### config.mk
export PLATFORM = sky130hd
export DESIGN_NAME = fft_ram_reader_flat
export DESIGN_NICKNAME = d
export VERILOG_FILES = /design/src/rtl/fft_ram_reader_if.sv /design/src/rtl/fft_ram_reader.sv /design/src/flat_wrapper.sv
export SDC_FILE = /design/constraint.sdc
export NUM_CORES = 1
export LEC_CHECK = 0
export CAP_MARGIN = 10
export CORE_MARGIN = 3
export CORE_UTILIZATION = 39
export DETAILED_ROUTE_END_ITERATION = 10
export HOLD_SLACK_MARGIN = 0.02
export PLACE_DENSITY = 0.76
export SETUP_SLACK_MARGIN = 0.15
export SYNTH_ARGS = -nofsm -noshare
export SYNTH_HDL_FRONTEND = slang
export SYNTH_SLANG_ARGS = --single-unit
### constraint.sdc
create_clock -name CLK -period 2.8 [get_ports CLK]
set_clock_uncertainty 0.2 [all_clocks]
set_input_delay 0.42 -clock CLK [delete_from_list [all_inputs] [get_ports CLK]]
set_output_delay 0.42 -clock CLK [all_outputs]
set_load 0.01 [all_outputs]
### src/rtl/fft_ram_reader_if.sv
// RAM read port plus output stream of the FFT RAM reader.
// master = reader side, slave = RAM/downstream side.
interface fft_ram_reader_if #(
    parameter int DWL = 16,
    parameter int AWL = 8
);
    logic           o_RAM_EN;
    logic           o_RAM_WrE;
    logic [AWL-1:0] o_RAM_ADDR;
    logic [DWL-1:0] i_RAM_DATA;
    logic [DWL-1:0] o_DATA;
    logic           o_VALID;
    logic           i_READY;
    logic           o_LAST;

    modport master (
        output o_RAM_EN, o_RAM_WrE, o_RAM_ADDR, o_DATA, o_VALID, o_LAST,
        input  i_RAM_DATA, i_READY
    );

    modport slave (
        input  o_RAM_EN, o_RAM_WrE, o_RAM_ADDR, o_DATA, o_VALID, o_LAST,
        output i_RAM_DATA, i_READY
    );
endinterface

### src/rtl/fft_ram_reader.sv
// Streams one 2**AWL-word frame out of a 1-cycle-latency RAM, in natural or
// bit-reversed address order, through a 2-entry skid FIFO with backpressure.
module fft_ram_reader #(
    parameter int DWL         = 16,
    parameter int AWL         = 8,
    parameter int BIT_REVERSE = 0
) (
    input  logic              CLK,
    input  logic              RST,
    input  logic              i_START,
    output logic              o_BUSY,
    output logic              o_DONE,
    fft_ram_reader_if.master  bus
);
    typedef enum logic [1:0] {IDLE, READ, DRAIN} state_t;

    state_t         state_reg, state_next;
    logic [AWL:0]   cnt_reg;
    logic           inflight_reg;
    logic           inflight_last_reg;
    logic [1:0]     occ_reg;
    logic           rd_ptr_reg, wr_ptr_reg;
    logic           done_reg;
    logic [DWL-1:0] buf_data_reg [2];
    logic           buf_last_reg [2];

    logic           valid, pop, head_last;
    logic           ram_en, last_issue;
    logic [2:0]     level;
    logic [AWL-1:0] cnt_low, cnt_rev;

    assign valid     = (occ_reg != 2'd0);
    assign pop       = valid & bus.i_READY;
    assign head_last = buf_last_reg[rd_ptr_reg];
    assign level     = {1'b0, occ_reg} + {2'b0, inflight_reg};
    assign cnt_low   = cnt_reg[AWL-1:0];

    generate
        for (genvar gi = 0; gi < AWL; gi++) begin : g_rev
            assign cnt_rev[gi] = cnt_low[AWL-1-gi];
        end
    endgenerate

    // A read is only issued if its data is guaranteed a FIFO slot on arrival.
    always_comb begin
        ram_en     = 1'b0;
        last_issue = 1'b0;
        state_next = state_reg;
        if (state_reg == READ && !cnt_reg[AWL] && level <= 3'd1 + {2'b0, pop})
            ram_en = 1'b1;
        last_issue = ram_en && (cnt_low == {AWL{1'b1}});
        case (state_reg)
            IDLE:    if (i_START) state_next = READ;
            READ:    if (last_issue) state_next = DRAIN;
            DRAIN:   if (pop && head_last) state_next = IDLE;
            default: state_next = IDLE;
        endcase
    end

    always_ff @(posedge CLK) begin
        if (RST) begin
            state_reg         <= IDLE;
            cnt_reg           <= '0;
            inflight_reg      <= 1'b0;
            inflight_last_reg <= 1'b0;
            occ_reg           <= 2'd0;
            rd_ptr_reg        <= 1'b0;
            wr_ptr_reg        <= 1'b0;
            done_reg          <= 1'b0;
        end else begin
            state_reg         <= state_next;
            inflight_reg      <= ram_en;
            inflight_last_reg <= last_issue;
            done_reg          <= (state_reg == DRAIN) && pop && head_last;
            if (state_reg == IDLE && i_START)
                cnt_reg <= '0;
            else if (ram_en)
                cnt_reg <= cnt_reg + (AWL+1)'(1);
            if (inflight_reg)
                wr_ptr_reg <= ~wr_ptr_reg;
            if (pop)
                rd_ptr_reg <= ~rd_ptr_reg;
            occ_reg <= occ_reg + {1'b0, inflight_reg} - {1'b0, pop};
        end
    end

    // Buffer storage needs no reset: its contents are only visible while occ != 0.
    always_ff @(posedge CLK) begin
        if (inflight_reg) begin
            buf_data_reg[wr_ptr_reg] <= bus.i_RAM_DATA;
            buf_last_reg[wr_ptr_reg] <= inflight_last_reg;
        end
    end

    assign bus.o_RAM_EN   = ram_en;
    assign bus.o_RAM_WrE  = 1'b0;
    assign bus.o_RAM_ADDR = (BIT_REVERSE != 0) ? cnt_rev : cnt_low;
    assign bus.o_VALID    = valid;
    assign bus.o_DATA     = valid ? buf_data_reg[rd_ptr_reg] : '0;
    assign bus.o_LAST     = valid & head_last;
    assign o_BUSY         = (state_reg != IDLE);
    assign o_DONE         = done_reg;
endmodule

### src/flat_wrapper.sv
// flat-port wrapper written by rule: the top's interface ports become plain ports
module fft_ram_reader_flat 
#(
    parameter int DWL         = 16,
    parameter int AWL         = 8,
    parameter int BIT_REVERSE = 0
)
  (CLK, RST, i_START, o_BUSY, o_DONE, bus_o_RAM_EN, bus_o_RAM_WrE, bus_o_RAM_ADDR, bus_o_DATA, bus_o_VALID, bus_o_LAST, bus_i_RAM_DATA, bus_i_READY);
  fft_ram_reader_if #(.DWL(DWL), .AWL(AWL)) bus_i ();
  input  logic CLK;
  input  logic RST;
  input  logic i_START;
  output logic o_BUSY;
  output logic o_DONE;
  output wire logic [$bits(bus_i.o_RAM_EN)-1:0] bus_o_RAM_EN;
  output wire logic [$bits(bus_i.o_RAM_WrE)-1:0] bus_o_RAM_WrE;
  output wire logic [$bits(bus_i.o_RAM_ADDR)-1:0] bus_o_RAM_ADDR;
  output wire logic [$bits(bus_i.o_DATA)-1:0] bus_o_DATA;
  output wire logic [$bits(bus_i.o_VALID)-1:0] bus_o_VALID;
  output wire logic [$bits(bus_i.o_LAST)-1:0] bus_o_LAST;
  input wire logic [$bits(bus_i.i_RAM_DATA)-1:0] bus_i_RAM_DATA;
  input wire logic [$bits(bus_i.i_READY)-1:0] bus_i_READY;
  assign bus_o_RAM_EN = bus_i.o_RAM_EN;
  assign bus_o_RAM_WrE = bus_i.o_RAM_WrE;
  assign bus_o_RAM_ADDR = bus_i.o_RAM_ADDR;
  assign bus_o_DATA = bus_i.o_DATA;
  assign bus_o_VALID = bus_i.o_VALID;
  assign bus_o_LAST = bus_i.o_LAST;
  assign bus_i.i_RAM_DATA = bus_i_RAM_DATA;
  assign bus_i.i_READY = bus_i_READY;
  fft_ram_reader #(.DWL(DWL), .AWL(AWL), .BIT_REVERSE(BIT_REVERSE)) u_core (.CLK(CLK), .RST(RST), .i_START(i_START), .o_BUSY(o_BUSY), .o_DONE(o_DONE), .bus(bus_i));
endmodule
==> results by group, run 1 <==
Run status
  – Run status: complete, no violations

STA
  – Fin crit share: between 90 and 100%
  – Tightest Pin Transition: roughly 0.75 ns
  – Final Max Slew Viols: 0
  – Achievable clock frequency: about 390 MHz
  – Worst slew slack as a fraction of its limit: ~50%
  – RSZ-0062 raised after global routing: yes
  – Number of hold-slack violations in the final timing report: 0
  – Final critical delay including setup and external delays: ~2.6 ns
  – Setup violations, final: 0
  – Total negative slack for setup checks: 0 ns

Routing
  – 1st-iter DRT viols: 59
  – Total via count after detailed routing: 1506
  – Detail Route Antenna Nets: 0
  – Mean number of vias per cell: between 4 and 5
  – Overall routed net length: approximately 4000 um
  – Wire per inst: between 10 and 15 um
  – Remaining DRCs: 0
  – Pre-antenna DRT Iters: 4

Layout
  – Final-layout fill cell count: approximately 470
  – Fraction of final layout cells sized beyond drive strength 1: approximately an eighth
  – Storage element area: 1409 um^2
  – Max reg flops: 32
  – Area of the multi-input gates: between 800 and 900 um^2
  – Number of antenna diodes: 0
  – Area growth from synthesis to layout: 28.76%
  – Final nets: 265
  – Design area: between 2000 and 3000 um^2
  – Core occupancy in the finished layout: 52.92%

Setup path
  – Worst endpoint data arrival time: 1.97 ns
  – FF-to-FF path depth: 8
  – Highest fanout seen on the critical path: 4
  – Worst Setup Start Kind: register
  – CP Class: register to output pin
  – CP endpoint kind: output pin
  – Endpoint required time on the critical path: about 2.2 ns

Floorplan
  – Starting density of the core: between 40 and 50%
  – Total die area: approximately 6900 um^2
  – Boundary pin count: 50
  – Core area: ~5600 um^2
  – Die width: roughly 83 um
  – Floorplan die height: 83.10 um
  – Row cnt: 27

Yosys
  – Post-synth EDFFs: 34
  – Cell variety after synth: 38
  – Top flip-flop cell by instance count after synthesis: sky130_fd_sc_hd__edfxtp_1
  – Total of warnings raised by yosys: 0
  – Ys async rst share: 0%
  – Average size of a mapped cell: ~12 um^2
  – Flip-flop and latch count after synthesis: between 50 and 60
  – Net count after synthesis: 216
  – Synth Instances: 190
  – Sequential cell area fraction in the yosys report: 60.44%
  – Netlist Area Pre-Place: ~2300 um^2

Power and ir drop
  – Total power per unit cell area: ~850 nW/um^2
  – LEAKAGE: slightly above 1 nW
  – Final Power: approximately 2.5 mW
  – Maximum VDD drop: around 0.37 mV

Worst hold path
  – Class of the tightest hold or removal check: register to register
  – Worst hold path stage count: 0

Clock network
  – Sink count of the clock tree: 53
  – Maximum count of clock buffers along a single path: 2
  – H-tree lvl count: 2
  – Clock Latency Late Sink: between 0.3 and 0.4 ns
  – Number of hold-repair buffers added at the cts stage: 0
  – Number of buffers created by CTS: 5
  – Clock root cell: sky130_fd_sc_hd__clkbuf_8
  – Clock transition at the registers of the reported paths: approximately 0.10 ns
  – Clock tree from TritonCTS: done

GRT
  – Global-route wire length before repair: between 6000 and 7000 um
  – Initial antenna violation count: 0
  – Sum of overflow across all layers after global routing: 0
  – GR Util All Layers: about an eighth
  – Maximum number of pins on one net before global-route repair: 19
  – Number of global-route vias before repair: 1452

Placement
  – Number of buffers added on ports: 48
  – Final estimated routing congestion in global placement: between 0.7 and 0.8
  – Instance area at placement: about 2800 um^2
  – Placed wire-length estimate: 2845 um

Job
  – Number of maximum-capacitance constraint violations: 0
==> critical path: stages (launching register included) <==
cell,delay (ns)
sky130_fd_sc_hd__dfxtp_4,0.37
sky130_fd_sc_hd__o21ai_4,0.16
sky130_fd_sc_hd__inv_2,0.06
sky130_fd_sc_hd__fa_2,0.51
sky130_fd_sc_hd__o311ai_4,0.29
sky130_fd_sc_hd__nand2_1,0.11
sky130_fd_sc_hd__buf_2,0.15
==> worst paths after layout <==
path                                        from                               end  slack (ns)
min reg2reg  u_core.inflight_last_reg$_SDFF_PP0_  u_core.buf_last_reg[1]$_DFFE_PP_        0.24
max reg2reg         u_core.occ_reg[1]$_SDFF_PP0_    u_core.cnt_reg[5]$_SDFFE_PP0P_        0.50
max                 u_core.occ_reg[1]$_SDFF_PP0_                      bus_o_RAM_EN        0.21
min          u_core.inflight_last_reg$_SDFF_PP0_  u_core.buf_last_reg[1]$_DFFE_PP_        0.24
==> area by class of cell <==
class | instances | share of cell area [%]
Inverter | 6 | 0.7544
Clock inverter | 3 | 0.7125
Tap cell | 72 | 3.018
Multi-Input combinational cell | 115 | 27.62
Clock buffer | 5 | 2.305
Timing Repair Buffer | 58 | 18.40
Sequential cell | 53 | 47.19
==> synthesized netlist by cell type (2+ instances only) <==
| library cell | n | share of area, % |
|---|---|---|
| sky130_fd_sc_hd__nor3_1 | 2 | 0.43 |
| sky130_fd_sc_hd__nand2b_1 | 5 | 1.3 |
| sky130_fd_sc_hd__xor2_1 | 2 | 0.76 |
| sky130_fd_sc_hd__inv_1 | 6 | 0.97 |
| sky130_fd_sc_hd__dfxtp_1 | 19 | 16 |
| sky130_fd_sc_hd__nand3_1 | 5 | 1.1 |
| sky130_fd_sc_hd__ha_1 | 5 | 2.7 |
| sky130_fd_sc_hd__buf_4 | 11 | 3.6 |
| sky130_fd_sc_hd__clkbuf_1 | 2 | 0.32 |
| sky130_fd_sc_hd__nand4_1 | 2 | 0.54 |
| sky130_fd_sc_hd__o21ai_0 | 4 | 0.86 |
| sky130_fd_sc_hd__xnor2_1 | 2 | 0.76 |
| sky130_fd_sc_hd__a21oi_1 | 10 | 2.2 |
| sky130_fd_sc_hd__mux2i_1 | 22 | 9.5 |
| sky130_fd_sc_hd__edfxtp_1 | 34 | 44 |
| sky130_fd_sc_hd__buf_2 | 3 | 0.65 |
| sky130_fd_sc_hd__a21o_1 | 2 | 0.65 |
| sky130_fd_sc_hd__nor2b_1 | 2 | 0.54 |
| sky130_fd_sc_hd__nor2_1 | 25 | 4.0 |
| sky130_fd_sc_hd__nand2_1 | 9 | 1.5 |
==> per-layer routing <==
layer	global-route usage [%]	up-vias	part of all wire (%)
met4	3.566	0	1.2
met1	15.83	695	47
met3	3.968	5	5.2
met5	0	-	0
met2	18.44	45	46
li1	-	761	-
==> report_power, final <==
group	switching (mW)	internal [mW]
Clock	0.251	0.178
Sequential	0.0658	0.982
Combinational	0.523	0.531
==> stage by stage <==
step / setup WS (ns) / hold slack [ns] / cells
floorplan: 0.3526 / 0.2037 / 190
global placement: -0.2697 / 0.2067 / 302
detailed placement: -0.2824 / 0.2212 / 302
CTS: 0.1974 / 0.2427 / 310
global route: 0.1372 / 0.2594 / 312
finish: 0.2061 / 0.2384 / 312
==> placed cells by master, fill, tap and decap left out, types with 2 or more instances in the layout <==
| cell type | n |
|---|---|
| sky130_fd_sc_hd__o21ai_0 | 4 |
| sky130_fd_sc_hd__nand4_1 | 2 |
| sky130_fd_sc_hd__nand2_1 | 9 |
| sky130_fd_sc_hd__inv_2 | 2 |
| sky130_fd_sc_hd__xor2_1 | 2 |
| sky130_fd_sc_hd__mux2i_1 | 22 |
| sky130_fd_sc_hd__edfxtp_1 | 34 |
| sky130_fd_sc_hd__clkdlybuf4s50_1 | 46 |
| sky130_fd_sc_hd__a21o_1 | 2 |
| sky130_fd_sc_hd__nand3_1 | 5 |
| sky130_fd_sc_hd__dfxtp_1 | 17 |
| sky130_fd_sc_hd__buf_4 | 10 |
| sky130_fd_sc_hd__a21oi_1 | 10 |
| sky130_fd_sc_hd__xnor2_1 | 2 |
| sky130_fd_sc_hd__nor2_1 | 25 |
| sky130_fd_sc_hd__ha_1 | 4 |
| sky130_fd_sc_hd__dfxtp_4 | 2 |
| sky130_fd_sc_hd__nand2b_1 | 5 |
| sky130_fd_sc_hd__nor3_1 | 2 |
| sky130_fd_sc_hd__inv_1 | 4 |
| sky130_fd_sc_hd__clkbuf_8 | 5 |
==> kinds of logic after synthesis <==
family | after synthesis | synth area share (%)
and+or+nand+nor | 59 | 12.68
adders and majority gates | 6 | 3.562
other | 1 | 0.1617
xor gates and xnor gates | 4 | 1.511
DFF | 53 | 60.44
AOI/OAI and AO/OA | 23 | 6.638
buffers and inverters | 22 | 5.504
muxes | 22 | 9.498
==> repair_timing <==
| item | 4_1_cts | 5_1_grt |
|---|---|---|
| pin swaps | 3 | 3 |
| endpoints found under the setup margin | 1 | 1 |
| gates resized for setup | 8 | 8 |
| endpoints found under the hold margin | 0 | 0 |
| setup buffers | 0 | 2 |
| gates cloned | 0 | 0 |
No activity file was read; power rests on OpenSTA's default activity.
==> inputs of run 2 (changes only) <==
GPL_ROUTABILITY_DRIVEN = 0   (was not set)
SETUP_SLACK_MARGIN = not set   (was 0.15)
==> results by group, run 2 (synthesis gave the netlist of run 1 again) <==
Routing
  – Wire per inst: 12.86 um (was 12.89 um)
  – Detail Route Antenna Nets: 0 (unchanged)
  – Mean number of vias per cell: 4.839 (was 4.827)
  – Overall routed net length: 3986 um (was 4022 um)
  – Pre-antenna DRT Iters: 5 (was 4)
  – Total via count after detailed routing: 1500 (was 1506)
  – Remaining DRCs: 0 (unchanged)
  – 1st-iter DRT viols: 47 (was 59)

Floorplan
  – Floorplan die height: 83.10 um (unchanged)
  – Die width: 83.10 um (unchanged)
  – Boundary pin count: 50 (unchanged)
  – Total die area: 6906 um^2 (unchanged)
  – Row cnt: 27 (unchanged)
  – Core area: 5642 um^2 (unchanged)
  – Starting density of the core: 41.10% (unchanged)

Setup path
  – Highest fanout seen on the critical path: 3 (was 4)
  – Endpoint required time on the critical path: 2.18 ns (about the same)
  – Destination of the worst register-to-register timing path: u_core.cnt_reg[5]$_SDFFE_PP0P_ (unchanged)
  – FF-to-FF path depth: 8 (unchanged)
  – Worst reg2reg path startpoint: u_core.occ_reg[0]$_SDFF_PP0_ (was u_core.occ_reg[1]$_SDFF_PP0_)
  – Flop2flop setup slack: 0.45 ns (was 0.50 ns)
  – Worst Setup Start Kind: input pin (was register)
  – Worst endpoint data arrival time: 2.11 ns (was 1.97 ns)
  – CP endpoint kind: output pin (unchanged)
  – CP Class: input pin to output pin (was register to output pin)

STA
  – Total negative slack for setup checks: 0 ns (unchanged)
  – Final Max Slew Viols: 0 (unchanged)
  – Fin crit share: 97.35% (was 92.64%)
  – Achievable clock frequency: 366.9 MHz (was 385.5 MHz)
  – Worst slew slack as a fraction of its limit: 50.35% (was 50.32%)
  – Final critical delay including setup and external delays: 2.726 ns (was 2.594 ns)
  – Number of hold-slack violations in the final timing report: 0 (unchanged)
  – RSZ-0062 raised after global routing: no (was yes)
  – Setup violations, final: 0 (unchanged)
  – Tightest Pin Transition: 0.7448 ns (was 0.7451 ns)

GRT
  – Number of global-route vias before repair: 1452 (unchanged)
  – Sum of overflow across all layers after global routing: 0 (unchanged)
  – GR Util All Layers: 11.91% (was 11.89%)
  – Global-route wire length before repair: 6693 um (was 6679 um)
  – Maximum number of pins on one net before global-route repair: 19 (unchanged)
  – Initial antenna violation count: 0 (unchanged)

Layout
  – Area growth from synthesis to layout: 27.04% (was 28.76%)
  – Number of antenna diodes: 0 (unchanged)
  – Final std cells w/o fill: 310 (was 312)
  – Final nets: 263 (was 265)
  – Highest-count cells in the layout ignoring fill and taps: sky130_fd_sc_hd__clkdlybuf4s50_1 (47), sky130_fd_sc_hd__edfxtp_1 (34), sky130_fd_sc_hd__nor2_1 (25) (was sky130_fd_sc_hd__clkdlybuf4s50_1 (46), sky130_fd_sc_hd__edfxtp_1 (34), sky130_fd_sc_hd__nor2_1 (25))
  – Final-layout fill cell count: 476 (was 469)
  – Max reg flops: 32 (unchanged)
  – Area of the multi-input gates: 804.5 um^2 (was 824.5 um^2)
  – Most frequent standard cell in the layout excluding fill and tap cells: sky130_fd_sc_hd__clkdlybuf4s50_1 (unchanged)
  – Fraction of final layout cells sized beyond drive strength 1: 10.08% (was 12.50%)
  – Storage element area: 1403 um^2 (was 1409 um^2)

Power and ir drop
  – Clk pwr share: 17.1% (was 16.9%)
  – LEAKAGE: 1.018 nW (was 1.029 nW)
  – Switching Fraction: 33.04% (was 33.17%)
  – Combinational cell fraction of total power: 41.1% (was 41.6%)
  – Total power per unit cell area: 842.7 nW/um^2 (was 847.3 nW/um^2)
  – Switching power of the nets: 819.9 uW (was 839.1 uW)
  – Flop pwr share: 41.8% (was 41.4%)
  – Maximum VDD drop: 0.3705 mV (was 0.3737 mV)
  – Internal Pwr Total: 1.662 mW (was 1.691 mW)

Placement
  – Number of buffers added on ports: 48 (unchanged)
  – Placed wire-length estimate: 2845 um (unchanged)
  – Placed cell count: 302 (unchanged)

Clock network
  – Number of buffers created by CTS: 5 (unchanged)
  – Maximum count of clock buffers along a single path: 2 (unchanged)
  – H-tree lvl count: 2 (unchanged)
  – Clock root cell: sky130_fd_sc_hd__clkbuf_8 (unchanged)
  – Number of hold-repair buffers added at the cts stage: 0 (unchanged)
  – Post-CTS Setup Inserts: 0 (unchanged)
  – Clock Latency Late Sink: 0.30 ns (was 0.31 ns)
  – Sink count of the clock tree: 53 (unchanged)
  – Clock tree from TritonCTS: done (unchanged)
  – Clock transition at the registers of the reported paths: 0.09 ns (was 0.10 ns)

Worst hold path
  – Class of the tightest hold or removal check: register to register (unchanged)
  – Hold-critical path endpoint: u_core.buf_last_reg[1]$_DFFE_PP_ (unchanged)
  – Startpoint of the lowest-slack hold path: u_core.inflight_last_reg$_SDFF_PP0_ (unchanged)
  – Worst hold path stage count: 0 (unchanged)

Run status
  – Run status: complete, no violations (unchanged)

Job
  – Number of maximum-capacitance constraint violations: 0 (unchanged)
-- run 2: cell types whose count changed in the layout (fill, tap and decap cells not counted), moves of 2 or more --
cell | before | now
sky130_fd_sc_hd__buf_4 | 10 | 8
sky130_fd_sc_hd__dfxtp_4 | 2 | 0
sky130_fd_sc_hd__inv_1 | 4 | 6
sky130_fd_sc_hd__inv_2 | 2 | 0
-- run 2: routing by layer --
metal  share of wire (%)  track usage (%)  up-vias
li1                    -                -      757
met1                  47            15.89      693
met2                  46            18.44       45
met3                 5.3            3.968        5
met4                 1.3            3.566        0
met5                   0                0        -
-- run 2: final cells by class --
class	instances	share of cell area (%)
Timing Repair Buffer	56	18.18
Inverter	6	0.7647
Sequential cell	53	47.62
Tap cell	72	3.059
Clock inverter	3	0.7222
Multi-Input combinational cell	115	27.32
Clock buffer	5	2.336
-- run 2: critical path: stages --
cell                              delay [ns]
sky130_fd_sc_hd__clkdlybuf4s50_1        0.49
sky130_fd_sc_hd__o21ai_2                0.06
sky130_fd_sc_hd__inv_1                  0.09
sky130_fd_sc_hd__fa_2                   0.49
sky130_fd_sc_hd__o311ai_4               0.30
sky130_fd_sc_hd__nand2_1                0.12
sky130_fd_sc_hd__clkbuf_2               0.14
-- run 2: metrics by stage --
stage                     worst slack, ns  power, mW  util, %  area [um^2]  hold WS (ns)
after floorplan                    0.3526      1.631        -         2318        0.2037
after global placement            -0.2697      2.042    50.45         2846        0.2067
after detailed placement          -0.2824      2.074    50.45         2846        0.2212
after CTS                       0.0007041      2.515    52.27         2949        0.2427
after global routing              0.01993      2.639    52.21         2945        0.2598
final                             0.07433      2.482    52.21         2945        0.2435
-- run 2: power groups by stage --
| stage | logic (mW) | clock network, mW | registers, mW |
|---|---|---|---|
| global route | 1.11 | 0.479 | 1.05 |
| global placement | 0.991 | 0 | 1.05 |
| detailed placement | 1.02 | 0 | 1.06 |
| floorplan | 0.585 | 0 | 1.05 |
| CTS | 1.04 | 0.437 | 1.04 |
| finish | 1.02 | 0.423 | 1.04 |
-- run 2: repair_timing --
action / in CTS / in global routing
gates resized for setup: 4 / 2
endpoints found under the setup margin: 1 / 1
pin swaps: 2 / 3
-- run 2: how the worst max path moves through the flow --
stage,from,endpoint,slack [ns],depth (start not counted)
2_1_floorplan,u_core.occ_reg[1]$_SDFF_PP0_,bus_o_RAM_EN,0.35,6
3_3_place_gp,bus_i_READY,bus_o_RAM_EN,-0.27,7
3_5_place_dp,bus_i_READY,bus_o_RAM_EN,-0.28,7
4_1_cts,bus_i_READY,bus_o_RAM_EN,0.0007,7
5_1_grt,bus_i_READY,bus_o_RAM_EN,0.02,7
6_report,bus_i_READY,bus_o_RAM_EN,0.07,7
